===== src/rtl/id_ex_stage_pkg.sv =====
// Shared definitions for the ID/EX pipeline register: control bundle bit map
// and register-index helpers.
package riscv_pipe_pkg;

  localparam int unsigned CTRL_W = 8;

  localparam int unsigned REG_WRITE  = 0;
  localparam int unsigned MEM_READ   = 1;
  localparam int unsigned MEM_WRITE  = 2;
  localparam int unsigned MEM_TO_REG = 3;
  localparam int unsigned ALU_SRC    = 4;
  localparam int unsigned BRANCH     = 5;
  localparam int unsigned JUMP       = 6;

  typedef logic [4:0] reg_idx_t;

  localparam reg_idx_t ZERO_REG = 5'd0;

  // True when the WB write lands on the register being read; x0 never matches.
  function automatic logic wb_hits(input logic we, input reg_idx_t wb_rd,
                                   input reg_idx_t rs);
    return we && (wb_rd != ZERO_REG) && (wb_rd == rs);
  endfunction

endpackage


===== src/rtl/id_ex_stage_if.sv =====
// ID-to-EX bundle: decoded fields from ID and the registered EX-slot view.
interface id_ex_if #(
  parameter int unsigned XLEN   = 32,
  parameter int unsigned CTRL_W = 8
);
  logic              id_valid;
  logic [XLEN-1:0]   id_pc;
  logic [4:0]        id_rs1;
  logic [4:0]        id_rs2;
  logic [4:0]        id_rd;
  logic              id_uses_rs1;
  logic              id_uses_rs2;
  logic [XLEN-1:0]   id_rs1_data;
  logic [XLEN-1:0]   id_rs2_data;
  logic [XLEN-1:0]   id_imm;
  logic [CTRL_W-1:0] id_ctrl;

  logic              ex_valid;
  logic [XLEN-1:0]   ex_pc;
  logic [XLEN-1:0]   ex_imm;
  logic [XLEN-1:0]   ex_rs1_data;
  logic [XLEN-1:0]   ex_rs2_data;
  logic [4:0]        ex_rs1;
  logic [4:0]        ex_rs2;
  logic [4:0]        ex_rd;
  logic [CTRL_W-1:0] ex_ctrl;

  modport master (
    output id_valid, id_pc, id_rs1, id_rs2, id_rd, id_uses_rs1, id_uses_rs2,
           id_rs1_data, id_rs2_data, id_imm, id_ctrl,
    input  ex_valid, ex_pc, ex_imm, ex_rs1_data, ex_rs2_data,
           ex_rs1, ex_rs2, ex_rd, ex_ctrl
  );

  modport slave (
    input  id_valid, id_pc, id_rs1, id_rs2, id_rd, id_uses_rs1, id_uses_rs2,
           id_rs1_data, id_rs2_data, id_imm, id_ctrl,
    output ex_valid, ex_pc, ex_imm, ex_rs1_data, ex_rs2_data,
           ex_rs1, ex_rs2, ex_rd, ex_ctrl
  );
endinterface


===== src/rtl/id_ex_stage_hazard_detect.sv =====
// Combinational load-use hazard detection and fetch-stall generation.
module hazard_detect
  import riscv_pipe_pkg::*;
(
  input  logic     id_valid,
  input  reg_idx_t id_rs1,
  input  reg_idx_t id_rs2,
  input  logic     id_uses_rs1,
  input  logic     id_uses_rs2,
  input  logic     ex_valid,
  input  logic     ex_mem_read,
  input  reg_idx_t ex_rd,
  input  logic     ex_flush,
  input  logic     mem_stall,
  output logic     load_use_hazard,
  output logic     stall_fetch
);

  logic rs1_dep;
  logic rs2_dep;

  always_comb begin
    rs1_dep         = id_uses_rs1 && (ex_rd == id_rs1);
    rs2_dep         = id_uses_rs2 && (ex_rd == id_rs2);
    load_use_hazard = id_valid && ex_valid && ex_mem_read &&
                      (ex_rd != ZERO_REG) && (rs1_dep || rs2_dep);
    // A taken branch squashes the dependent instruction, so fetch may proceed.
    stall_fetch     = (load_use_hazard && !ex_flush) || mem_stall;
  end

endmodule


===== src/rtl/id_ex_stage.sv =====
// ID/EX pipeline register with load-use bubble insertion, flush, MEM hold,
// WB write-through bypass and a saturating load-use bubble counter.
module id_ex_stage
  import riscv_pipe_pkg::*;
#(
  parameter int unsigned XLEN   = 32,
  parameter int unsigned CTRL_W = riscv_pipe_pkg::CTRL_W,
  parameter int unsigned CNT_W  = 16
) (
  input  logic             clk,
  input  logic             rst_n,
  id_ex_if.slave           bus,
  input  logic             wb_reg_write,
  input  logic [4:0]       wb_rd,
  input  logic [XLEN-1:0]  wb_data,
  input  logic             ex_flush,
  input  logic             mem_stall,
  output logic             load_use_hazard,
  output logic             stall_fetch,
  output logic [CNT_W-1:0] bubble_count
);

  logic              ex_valid;
  logic [XLEN-1:0]   ex_pc;
  logic [XLEN-1:0]   ex_imm;
  logic [XLEN-1:0]   ex_rs1_data;
  logic [XLEN-1:0]   ex_rs2_data;
  reg_idx_t          ex_rs1;
  reg_idx_t          ex_rs2;
  reg_idx_t          ex_rd;
  logic [CTRL_W-1:0] ex_ctrl;
  logic              insert_bubble;

  hazard_detect u_hazard (
    .id_valid        (bus.id_valid),
    .id_rs1          (bus.id_rs1),
    .id_rs2          (bus.id_rs2),
    .id_uses_rs1     (bus.id_uses_rs1),
    .id_uses_rs2     (bus.id_uses_rs2),
    .ex_valid        (ex_valid),
    .ex_mem_read     (ex_ctrl[MEM_READ]),
    .ex_rd           (ex_rd),
    .ex_flush        (ex_flush),
    .mem_stall       (mem_stall),
    .load_use_hazard (load_use_hazard),
    .stall_fetch     (stall_fetch)
  );

  assign insert_bubble = ex_flush || load_use_hazard || !bus.id_valid;

  always_ff @(posedge clk or negedge rst_n) begin
    if (!rst_n) begin
      ex_valid    <= 1'b0;
      ex_pc       <= '0;
      ex_imm      <= '0;
      ex_rs1_data <= '0;
      ex_rs2_data <= '0;
      ex_rs1      <= '0;
      ex_rs2      <= '0;
      ex_rd       <= '0;
      ex_ctrl     <= '0;
    end else if (!mem_stall) begin
      if (insert_bubble) begin
        ex_valid    <= 1'b0;
        ex_pc       <= '0;
        ex_imm      <= '0;
        ex_rs1_data <= '0;
        ex_rs2_data <= '0;
        ex_rs1      <= '0;
        ex_rs2      <= '0;
        ex_rd       <= '0;
        ex_ctrl     <= '0;
      end else begin
        ex_valid    <= 1'b1;
        ex_pc       <= bus.id_pc;
        ex_imm      <= bus.id_imm;
        ex_rs1_data <= wb_hits(wb_reg_write, wb_rd, bus.id_rs1) ? wb_data : bus.id_rs1_data;
        ex_rs2_data <= wb_hits(wb_reg_write, wb_rd, bus.id_rs2) ? wb_data : bus.id_rs2_data;
        ex_rs1      <= bus.id_rs1;
        ex_rs2      <= bus.id_rs2;
        ex_rd       <= bus.id_rd;
        ex_ctrl     <= bus.id_ctrl;
      end
    end
  end

  // Only hazard bubbles count; a coincident flush takes the bubble instead.
  always_ff @(posedge clk or negedge rst_n) begin
    if (!rst_n) begin
      bubble_count <= '0;
    end else if (!mem_stall && !ex_flush && load_use_hazard && (bubble_count != '1)) begin
      bubble_count <= bubble_count + 1'b1;
    end
  end

  assign bus.ex_valid    = ex_valid;
  assign bus.ex_pc       = ex_pc;
  assign bus.ex_imm      = ex_imm;
  assign bus.ex_rs1_data = ex_rs1_data;
  assign bus.ex_rs2_data = ex_rs2_data;
  assign bus.ex_rs1      = ex_rs1;
  assign bus.ex_rs2      = ex_rs2;
  assign bus.ex_rd       = ex_rd;
  assign bus.ex_ctrl     = ex_ctrl;

endmodule


===== src/flat_wrapper.sv =====
// flat-port wrapper written by rule: the top's interface ports become plain ports
module id_ex_stage_flat import riscv_pipe_pkg::*;
#(
  parameter int unsigned XLEN   = 32,
  parameter int unsigned CTRL_W = riscv_pipe_pkg::CTRL_W,
  parameter int unsigned CNT_W  = 16
)
  (clk, rst_n, wb_reg_write, wb_rd, wb_data, ex_flush, mem_stall, load_use_hazard, stall_fetch, bubble_count, bus_id_valid, bus_id_pc, bus_id_rs1, bus_id_rs2, bus_id_rd, bus_id_uses_rs1, bus_id_uses_rs2, bus_id_rs1_data, bus_id_rs2_data, bus_id_imm, bus_id_ctrl, bus_ex_valid, bus_ex_pc, bus_ex_imm, bus_ex_rs1_data, bus_ex_rs2_data, bus_ex_rs1, bus_ex_rs2, bus_ex_rd, bus_ex_ctrl);
  id_ex_if #(.XLEN(XLEN), .CTRL_W(CTRL_W)) bus_i ();
  input  logic clk;
  input  logic rst_n;
  input  logic wb_reg_write;
  input  logic [4:0] wb_rd;
  input  logic [XLEN-1:0] wb_data;
  input  logic ex_flush;
  input  logic mem_stall;
  output logic load_use_hazard;
  output logic stall_fetch;
  output logic [CNT_W-1:0] bubble_count;
  input wire logic [$bits(bus_i.id_valid)-1:0] bus_id_valid;
  input wire logic [$bits(bus_i.id_pc)-1:0] bus_id_pc;
  input wire logic [$bits(bus_i.id_rs1)-1:0] bus_id_rs1;
  input wire logic [$bits(bus_i.id_rs2)-1:0] bus_id_rs2;
  input wire logic [$bits(bus_i.id_rd)-1:0] bus_id_rd;
  input wire logic [$bits(bus_i.id_uses_rs1)-1:0] bus_id_uses_rs1;
  input wire logic [$bits(bus_i.id_uses_rs2)-1:0] bus_id_uses_rs2;
  input wire logic [$bits(bus_i.id_rs1_data)-1:0] bus_id_rs1_data;
  input wire logic [$bits(bus_i.id_rs2_data)-1:0] bus_id_rs2_data;
  input wire logic [$bits(bus_i.id_imm)-1:0] bus_id_imm;
  input wire logic [$bits(bus_i.id_ctrl)-1:0] bus_id_ctrl;
  output wire logic [$bits(bus_i.ex_valid)-1:0] bus_ex_valid;
  output wire logic [$bits(bus_i.ex_pc)-1:0] bus_ex_pc;
  output wire logic [$bits(bus_i.ex_imm)-1:0] bus_ex_imm;
  output wire logic [$bits(bus_i.ex_rs1_data)-1:0] bus_ex_rs1_data;
  output wire logic [$bits(bus_i.ex_rs2_data)-1:0] bus_ex_rs2_data;
  output wire logic [$bits(bus_i.ex_rs1)-1:0] bus_ex_rs1;
  output wire logic [$bits(bus_i.ex_rs2)-1:0] bus_ex_rs2;
  output wire logic [$bits(bus_i.ex_rd)-1:0] bus_ex_rd;
  output wire logic [$bits(bus_i.ex_ctrl)-1:0] bus_ex_ctrl;
  assign bus_i.id_valid = bus_id_valid;
  assign bus_i.id_pc = bus_id_pc;
  assign bus_i.id_rs1 = bus_id_rs1;
  assign bus_i.id_rs2 = bus_id_rs2;
  assign bus_i.id_rd = bus_id_rd;
  assign bus_i.id_uses_rs1 = bus_id_uses_rs1;
  assign bus_i.id_uses_rs2 = bus_id_uses_rs2;
  assign bus_i.id_rs1_data = bus_id_rs1_data;
  assign bus_i.id_rs2_data = bus_id_rs2_data;
  assign bus_i.id_imm = bus_id_imm;
  assign bus_i.id_ctrl = bus_id_ctrl;
  assign bus_ex_valid = bus_i.ex_valid;
  assign bus_ex_pc = bus_i.ex_pc;
  assign bus_ex_imm = bus_i.ex_imm;
  assign bus_ex_rs1_data = bus_i.ex_rs1_data;
  assign bus_ex_rs2_data = bus_i.ex_rs2_data;
  assign bus_ex_rs1 = bus_i.ex_rs1;
  assign bus_ex_rs2 = bus_i.ex_rs2;
  assign bus_ex_rd = bus_i.ex_rd;
  assign bus_ex_ctrl = bus_i.ex_ctrl;
  id_ex_stage #(.XLEN(XLEN), .CTRL_W(CTRL_W), .CNT_W(CNT_W)) u_core (.clk(clk), .rst_n(rst_n), .bus(bus_i), .wb_reg_write(wb_reg_write), .wb_rd(wb_rd), .wb_data(wb_data), .ex_flush(ex_flush), .mem_stall(mem_stall), .load_use_hazard(load_use_hazard), .stall_fetch(stall_fetch), .bubble_count(bubble_count));
endmodule

===== config.mk =====
export PLATFORM = sky130hd
export DESIGN_NAME = id_ex_stage_flat
export DESIGN_NICKNAME = d
export VERILOG_FILES = /design/src/rtl/id_ex_stage_pkg.sv /design/src/rtl/id_ex_stage_if.sv /design/src/rtl/id_ex_stage_hazard_detect.sv /design/src/rtl/id_ex_stage.sv /design/src/flat_wrapper.sv
export SDC_FILE = /design/constraint.sdc
export NUM_CORES = 1
export LEC_CHECK = 0
export ABC_AREA = 0
export BUFFER_PORTS_ARGS = -buffer_cell sky130_fd_sc_hd__buf_2
export CAP_MARGIN = 20
export CORE_AREA = 2 2 143 145
export CTS_CLUSTER_DIAMETER = 100
export DETAILED_ROUTE_END_ITERATION = 8
export DIE_AREA = 0 0 145 147
export MAX_ROUTING_LAYER = met4
export PLACE_DENSITY = 0.69
export SLEW_MARGIN = 15
export SYNTH_ARGS = -nofsm -noshare
export SYNTH_HDL_FRONTEND = slang
export SYNTH_SLANG_ARGS = --single-unit

===== constraint.sdc =====
create_clock -name clk -period 4.4 [get_ports clk]
set_input_delay 0.22 -clock clk [delete_from_list [all_inputs] [get_ports clk]]
set_output_delay 0.22 -clock clk [all_outputs]
set_load 0.02 [all_outputs]

==> metrics.md, run 1 <==
| Metric | Value |
|---|---|
| Status | `complete, no violations` |
| Hold Buf Count CTS | `7` |
| Post-CTS Setup Inserts | `0` |
| MaxCap Viol Count | `0` |
| Avg Cell Area, Syn | `12.1 sq um` |
| Reg clk slew, reported paths | `70 ps` |
| DR vias/cell | `4.90` |
| Setup TNS | `0 ps` |
| Fmax | `344 MHz` |
| Async SR Flop Fraction | `1.00` |
| Peak VDD IR | `219 uV` |
| Top post-synthesis cells by area | `dfrtp_1, a22o_1, mux2i_1` |
| Synth warn | `0` |
| Clk sinks | `168` |
| Post-synth net total | `784` |
| Endpoints failing hold | `0` |
| Critical path cell sequence | `xor2_1, nor4_2, a32oi_2, o211a_4, a22o_1` |
| Grt total ovfl | `0` |
| Worst-margin pin slew | `1050 ps` |
| Part of the cycle the worst path needs | `0.661` |
| Htree depth | `4` |
| Syn Std Cell Area | `0.00710 sq mm` |
| Worst path slowest cell | `o211a_4` |
| DR vias | `6,025` |
| CP max FO | `87` |
| Max clock buf depth | `2` |
| Hold Path Class | `primary input to register` |
| Global-route wire length before repair | `33,200 microns` |
| First-pass detailed-route iteration total | `4` |
| Pleak | `0.00519 uW` |
| Clock Skew | `10.9 ps` |
| Layout cells sized above 1 | `0.432` |
| Die area | `0.0213 sq mm` |
| Clock root cell | `clkbuf_16` |
| Inserted Clock Buffers | `17` |
| Post-synth EDFFs | `0` |
| Largest net degree at the start of global routing | `90` |
| Slew HR | `0.298` |
| Cell Pwr Density | `376 mW/mm^2` |
| Seq cells post-synth | `168` |
| PnR worst setup slack | `1490 ps` |
| Post-route DRC | `0` |
| Initial core utilization | `0.358` |
| Post-layout nets | `1,138` |
| Largest area contributor in the netlist | `dfrtp_1` |
| Overall global routing resource usage | `0.202` |
| FP Rows | `52` |
| Wire per inst | `17.4 microns` |
| P&R area growth vs syn | `38.2%` |
| CTS tree | `built` |
| Max-slew violations | `0` |
| Setup crit start kind | `register` |
| Hpwl dp | `15,100 microns` |
| Setup Crit Path Kind | `register to register` |
| CP peak stage delay | `970 ps` |
| Worst path required time | `4740 ps` |
| Vias in the first global route | `6,097` |
| Core area | `0.0198 sq mm` |
| CP arrival | `3240 ps` |
| Synth unique cells | `34` |
| Top FF cell, synth | `dfrtp_1` |
| # resized after CTS | `0` |
| Placer congestion estimate | `0.835` |
| # IOs | `366` |
| Post-route minimum period | `2910 ps` |
| Pre-CTS setup slack | `1550 ps` |
| Seq/Total Area, Yosys | `0.592` |
| Antenna violations before repair | `5` |
| PortBufs | `365` |
| Commonest non-fill, non-tap cell in the layout | `buf_2` |
| Die W | `145 microns` |
| Remaining antenna violation count after routing | `0` |
| Synth Instances | `587` |
| Count of final setup violators | `0` |
| Post-synth top area share | `0.592` |
| Worst Setup End Kind | `register` |
| WL final | `21,300 microns` |
| Most frequent cells in the layout | `buf_2, dfrtp_1, a22o_1` |
| Skew-Pair Late Insertion Delay | `420 ps` |
| RSZ-0062 raised after global routing | `false` |
| Vert. Die Dim | `147 microns` |
| Initial DRC Count | `314` |
-- kinds of logic after synthesis --
logic type | Yosys count | share of synthesized area
AO/OA/AOI/OAI | 159 | 0.162
AND/OR/NAND/NOR | 115 | 0.0775
XOR/XNOR | 33 | 0.0407
flip-flops | 168 | 0.592
buffers and inverters | 44 | 0.0314
adder cells (fa/ha/maj) | 1 | 0.00176
multiplexers | 67 | 0.0950
-- state kept, by name, summed over array words and instances (netlist names) --
signal,cells
u_core.bus.ex_ctrl,8
u_core.bubble_count,16
u_core.bus.ex_rs1_data,32
u_core.bus.ex_valid,1
u_core.bus.ex_rs1,5
u_core.bus.ex_rs2,5
u_core.bus.ex_rs2_data,32
u_core.bus.ex_rd,5
u_core.bus.ex_pc,32
u_core.bus.ex_imm,32
-- routing by layer --
layer / global-route usage / share of wire / vias to the layer above
li1: - / - / 2847
met1: 0.243 / 0.41 / 2908
met2: 0.335 / 0.50 / 247
met3: 0.0537 / 0.065 / 23
met4: 0.0584 / 0.018 / 0
met5: - / 0 / -
-- critical path, delay by kind of cell, from the launching register on --
kind	cells	cell delay (ps)
xor+xnor	1	210
simple gates	1	80
compound gates	3	2030
flops	1	460
-- area by class of cell --
cell class	instances	area, sq um
Antenna cell	5	12.5
Clock buffer	18	439
Clock inverter	14	158
Fill cell	1795	10000
Inverter	1	3.75
Multi-Input combinational cell	375	2700
Sequential cell	168	4200
Tap cell	270	338
Timing Repair Buffer	378	1960
-- synth_stat cells, types with 2 or more instances --
| cell | count |
|---|---|
| and3_1 | 3 |
| dfrtp_1 | 168 |
| xnor2_1 | 9 |
| nor2_1 | 3 |
| xor2_1 | 24 |
| nor4_2 | 3 |
| o211a_1 | 2 |
| nor3_1 | 9 |
| o21ai_0 | 47 |
| mux2i_1 | 64 |
| or4_1 | 2 |
| and4_1 | 4 |
| nand4_1 | 4 |
| buf_6 | 4 |
| mux2_2 | 3 |
| nand2_1 | 71 |
| buf_2 | 15 |
| nand3_1 | 7 |
| clkbuf_2 | 4 |
| clkbuf_1 | 19 |
| nor3b_1 | 2 |
| nor4_1 | 3 |
| o21ai_1 | 20 |
| a22o_1 | 87 |
-- stage by stage --
stage	std cells	utilization	hold slack (ps)	power, uW	area [sq um]
3_3_place_gp	1185	0.461	309	2190	9140
2_1_floorplan	587	-	-75.6	1940	7100
5_1_grt	1229	0.495	1.52	3850	9820
6_report	1229	0.495	22.0	3690	9820
3_5_place_dp	1185	0.461	310	2200	9140
4_1_cts	1224	0.494	0.241	3740	9810
-- where the power goes --
group | switching [uW] | internal (uW) | leakage (uW)
clock | 656 | 866 | 0.000296
combinational | 301 | 199 | 0.00262
sequential | 46.5 | 1620 | 0.00227
total | 1000 | 2690 | 0.00519
-- final timing paths --
check / from / end / slack (ps) / cells past startpoint
max: u_core.bus.ex_rd[0]$_DFFE_PN0N_ / u_core.bus.ex_imm[26]$_DFFE_PN0N_ / 1490 / 5
min: bus_id_pc[30] / u_core.bus.ex_pc[30]$_DFFE_PN0N_ / 20 / 2
max reg2reg: u_core.bus.ex_rd[0]$_DFFE_PN0N_ / u_core.bus.ex_imm[26]$_DFFE_PN0N_ / 1490 / 5
min reg2reg: u_core.bus.ex_rs1_data[9]$_DFFE_PN0N_ / u_core.bus.ex_rs1_data[9]$_DFFE_PN0N_ / 480 / 2
max in group asynchronous: rst_n / u_core.bubble_count[2]$_DFFE_PN0P_ / 3040 / 3
min in group asynchronous: rst_n / u_core.bus.ex_rs2_data[24]$_DFFE_PN0N_ / 400 / 2
(Power assumes the default switching activity.)
==> run 2: changes to the inputs <==
==> constraint.sdc (replaced) <==
create_clock -name clk -period 2.8 [get_ports clk]
set_input_delay 0.14 -clock clk [delete_from_list [all_inputs] [get_ports clk]]
set_output_delay 0.14 -clock clk [all_outputs]
set_load 0.02 [all_outputs]
==> run 2 against run 1 <==
Effect of this change:
- register-to-register slack got worse by 1100 ps
- clock-buffer cell count is 1 lower
- power up 64%
- via count increased by 8.5%
- worst hold slack got worse by 6.3 ps
- wire length increased by 7.5%
- final cell count grew 9.7%
- first-iteration DRC count fell by 14%
- critical path depth up 4
- largest cell class unchanged
- largest power group unchanged
==> metrics.md, run 2 (synthesis results as in run 1) <==
| Metric | Value |
|---|---|
| Worst-margin pin slew | `1040 ps (-7.72 ps)` |
| Part of the cycle the worst path needs | `0.912` |
| Vert. Die Dim | `147 microns (unchanged)` |
| Cell Pwr Density | `546 mW/mm^2 (+45%)` |
| Setup crit start | `bus_id_rs2[1]` |
| Status | `complete, no violations` |
| PortBufs | `365 (unchanged)` |
| Initial DRC Count | `269 (-14%)` |
| Worst Hold End | `u_core.bus.ex_rs1_data[10]$_DFFE_PN0N_` |
| DR vias | `6,539 (+8.5%)` |
| Fmax | `392 MHz` |
| Commonest non-fill, non-tap cell in the layout | `buf_2` |
| Vias in the first global route | `6,731 (+10%)` |
| CP max FO | `32 (-63%)` |
| Setup Crit Path Kind | `primary input to register` |
| Post-CTS Setup Inserts | `0 (unchanged)` |
| Hold Buf Count CTS | `125 (+118)` |
| Wire per inst | `17.0 microns (-2.0%)` |
| # IOs | `366 (unchanged)` |
| RSZ-0062 raised after global routing | `false` |
| Worst Setup End Kind | `register` |
| Hold path start | `wb_data[10]` |
| Initial core utilization | `0.358 (unchanged)` |
| CTS tree | `built` |
| Setup TNS | `0 ps (unchanged)` |
| Pleak | `0.00572 uW (+10%)` |
| Worst R2R End | `u_core.bus.ex_imm[28]$_DFFE_PN0N_` |
| Worst path required time | `3090 ps (-1650 ps)` |
| Htree depth | `4 (unchanged)` |
| Placer congestion estimate | `0.830 (-0.62%)` |
| Global-route wire length before repair | `36,000 microns (+8.6%)` |
| Grt total ovfl | `0 (unchanged)` |
| Overall global routing resource usage | `0.219 (+0.0170)` |
| P&R area growth vs syn | `56.0%` |
| Reg clk slew, reported paths | `70 ps (about the same)` |
| DR vias/cell | `4.85 (-1.0%)` |
| CP arrival | `2840 ps (-400 ps)` |
| Peak VDD IR | `376 uV (+72%)` |
| Antenna violations before repair | `2 (-3)` |
| Met3 usage | `0.0425 (-0.0112)` |
| Final Util | `0.558 (+0.0636)` |
| Hold Path Depth | `3 (+1)` |
| Worst R2R Setup Slack | `420 ps (-1070 ps)` |
| Inserted Clock Buffers | `17 (unchanged)` |
| Clock root cell | `clkbuf_16` |
| Most frequent cells in the layout | `buf_2, dfrtp_1, dlygate4sd3_1` |
| Fillers | `1,649 (-8.1%)` |
| Post-route DRC | `0 (unchanged)` |
| Remaining antenna violation count after routing | `0 (unchanged)` |
| Core area | `0.0198 sq mm (unchanged)` |
| Max clock buf depth | `2 (unchanged)` |
| Die W | `145 microns (unchanged)` |
| Met1 usage | `0.261 (+0.0177)` |
| MaxCap Viol Count | `0 (unchanged)` |
| Setup crit start kind | `primary input` |
| Clock Skew | `12.3 ps (+1.38 ps)` |
| Post-route minimum period | `2550 ps` |
| Largest net degree at the start of global routing | `100 (+11%)` |
| WL final | `22,900 microns (+7.5%)` |
| Worst R2R Path Depth | `5 (unchanged)` |
| Die area | `0.0213 sq mm (unchanged)` |
| Met2 Track Usage GR | `0.364 (+0.0286)` |
| Critical register-to-register path startpoint | `u_core.bus.ex_rd[1]$_DFFE_PN0N_` |
| Hpwl dp | `15,300 microns (+1.5%)` |
| Top Usage Layer GRT | `met2` |
| FP Rows | `52 (unchanged)` |
| Layout cells sized above 1 | `0.387 (-0.0452)` |
| # resized after CTS | `0 (unchanged)` |
| Endpoints failing hold | `0 (unchanged)` |
| First-pass detailed-route iteration total | `6 (+2)` |
| Hold Path Class | `primary input to register` |
| Post-layout nets | `1,260 (+11%)` |
| Max-slew violations | `0 (unchanged)` |
| Slew HR | `0.303 (+0.00514)` |
| Count of final setup violators | `0 (unchanged)` |
| Skew-Pair Late Insertion Delay | `420 ps (about the same)` |
| Clk sinks | `168 (unchanged)` |
[run 2: cell types whose count changed in the layout (fill, tap and decap cells not counted), sizes merged]
| cell | before | now |
|---|---|---|
| clkinv | 6 | 4 |
| dlygate4sd3 | 7 | 125 |
| clkbuf | 18 | 17 |
| clkinvlp | 0 | 1 |
| buf | 371 | 375 |
| diode | 5 | 2 |
| inv | 7 | 9 |
[run 2: metrics by stage]
stage	cell area, sq um	cells	power [uW]	setup WS (ps)	hold WS (ps)
final	11100	1348	6050	247	15.7
after global routing	11100	1348	6300	136	14.0
after CTS	11100	1346	6120	283	1.25
after detailed placement	9190	1189	3460	450	181
after global placement	9190	1189	3450	245	188
after floorplan	7100	587	3050	634	-156
[run 2: report_power, final]
part / total (uW) / internal, uW / switching, uW
registers: 2620 / 2550 / 73.6
logic: 935 / 428 / 507
clock network: 2490 / 1380 / 1110
total: 6050 / 4350 / 1690
[run 2: per-layer routing]
| layer | share of wire | vias up |
|---|---|---|
| li1 | - | 3088 |
| met1 | 0.41 | 3141 |
| met2 | 0.50 | 263 |
| met3 | 0.054 | 47 |
| met4 | 0.037 | 0 |
| met5 | 0 | - |
[run 2: critical path, cell delays in order]
cell and delay, ps:
dlygate4sd3_1 550, buf_2 160, xnor2_1 160, nand3_1 130, nor4_4 250, buf_4 520
mux2i_1 260, dlygate4sd3_1 580, o21ai_1 60
[run 2: worst max-delay path by stage]
stage | to | slack, ps | depth (start not counted)
4_1_cts | u_core.bus.ex_rs2_data[16]$_DFFE_PN0N_ | 280 | 9
3_5_place_dp | u_core.bus.ex_pc[29]$_DFFE_PN0N_ | 450 | 5
3_3_place_gp | u_core.bubble_count[1]$_DFFE_PN0P_ | 240 | 6
5_1_grt | u_core.bus.ex_rs2_data[12]$_DFFE_PN0N_ | 140 | 9
6_report | u_core.bus.ex_rs2_data[12]$_DFFE_PN0N_ | 250 | 9
2_1_floorplan | stall_fetch | 630 | 5
[run 2: area by class of cell]
type	count	area (sq um)	area share
repair buffers	500	3200	0.289
diodes	2	5.00	0.000452
clock inverters	15	205	0.0185
multi-input cells	375	2700	0.244
clock buffers	17	425	0.0384
inverters	1	3.75	0.000339
flip-flops and latches	168	4200	0.379
well taps	270	338	0.0305
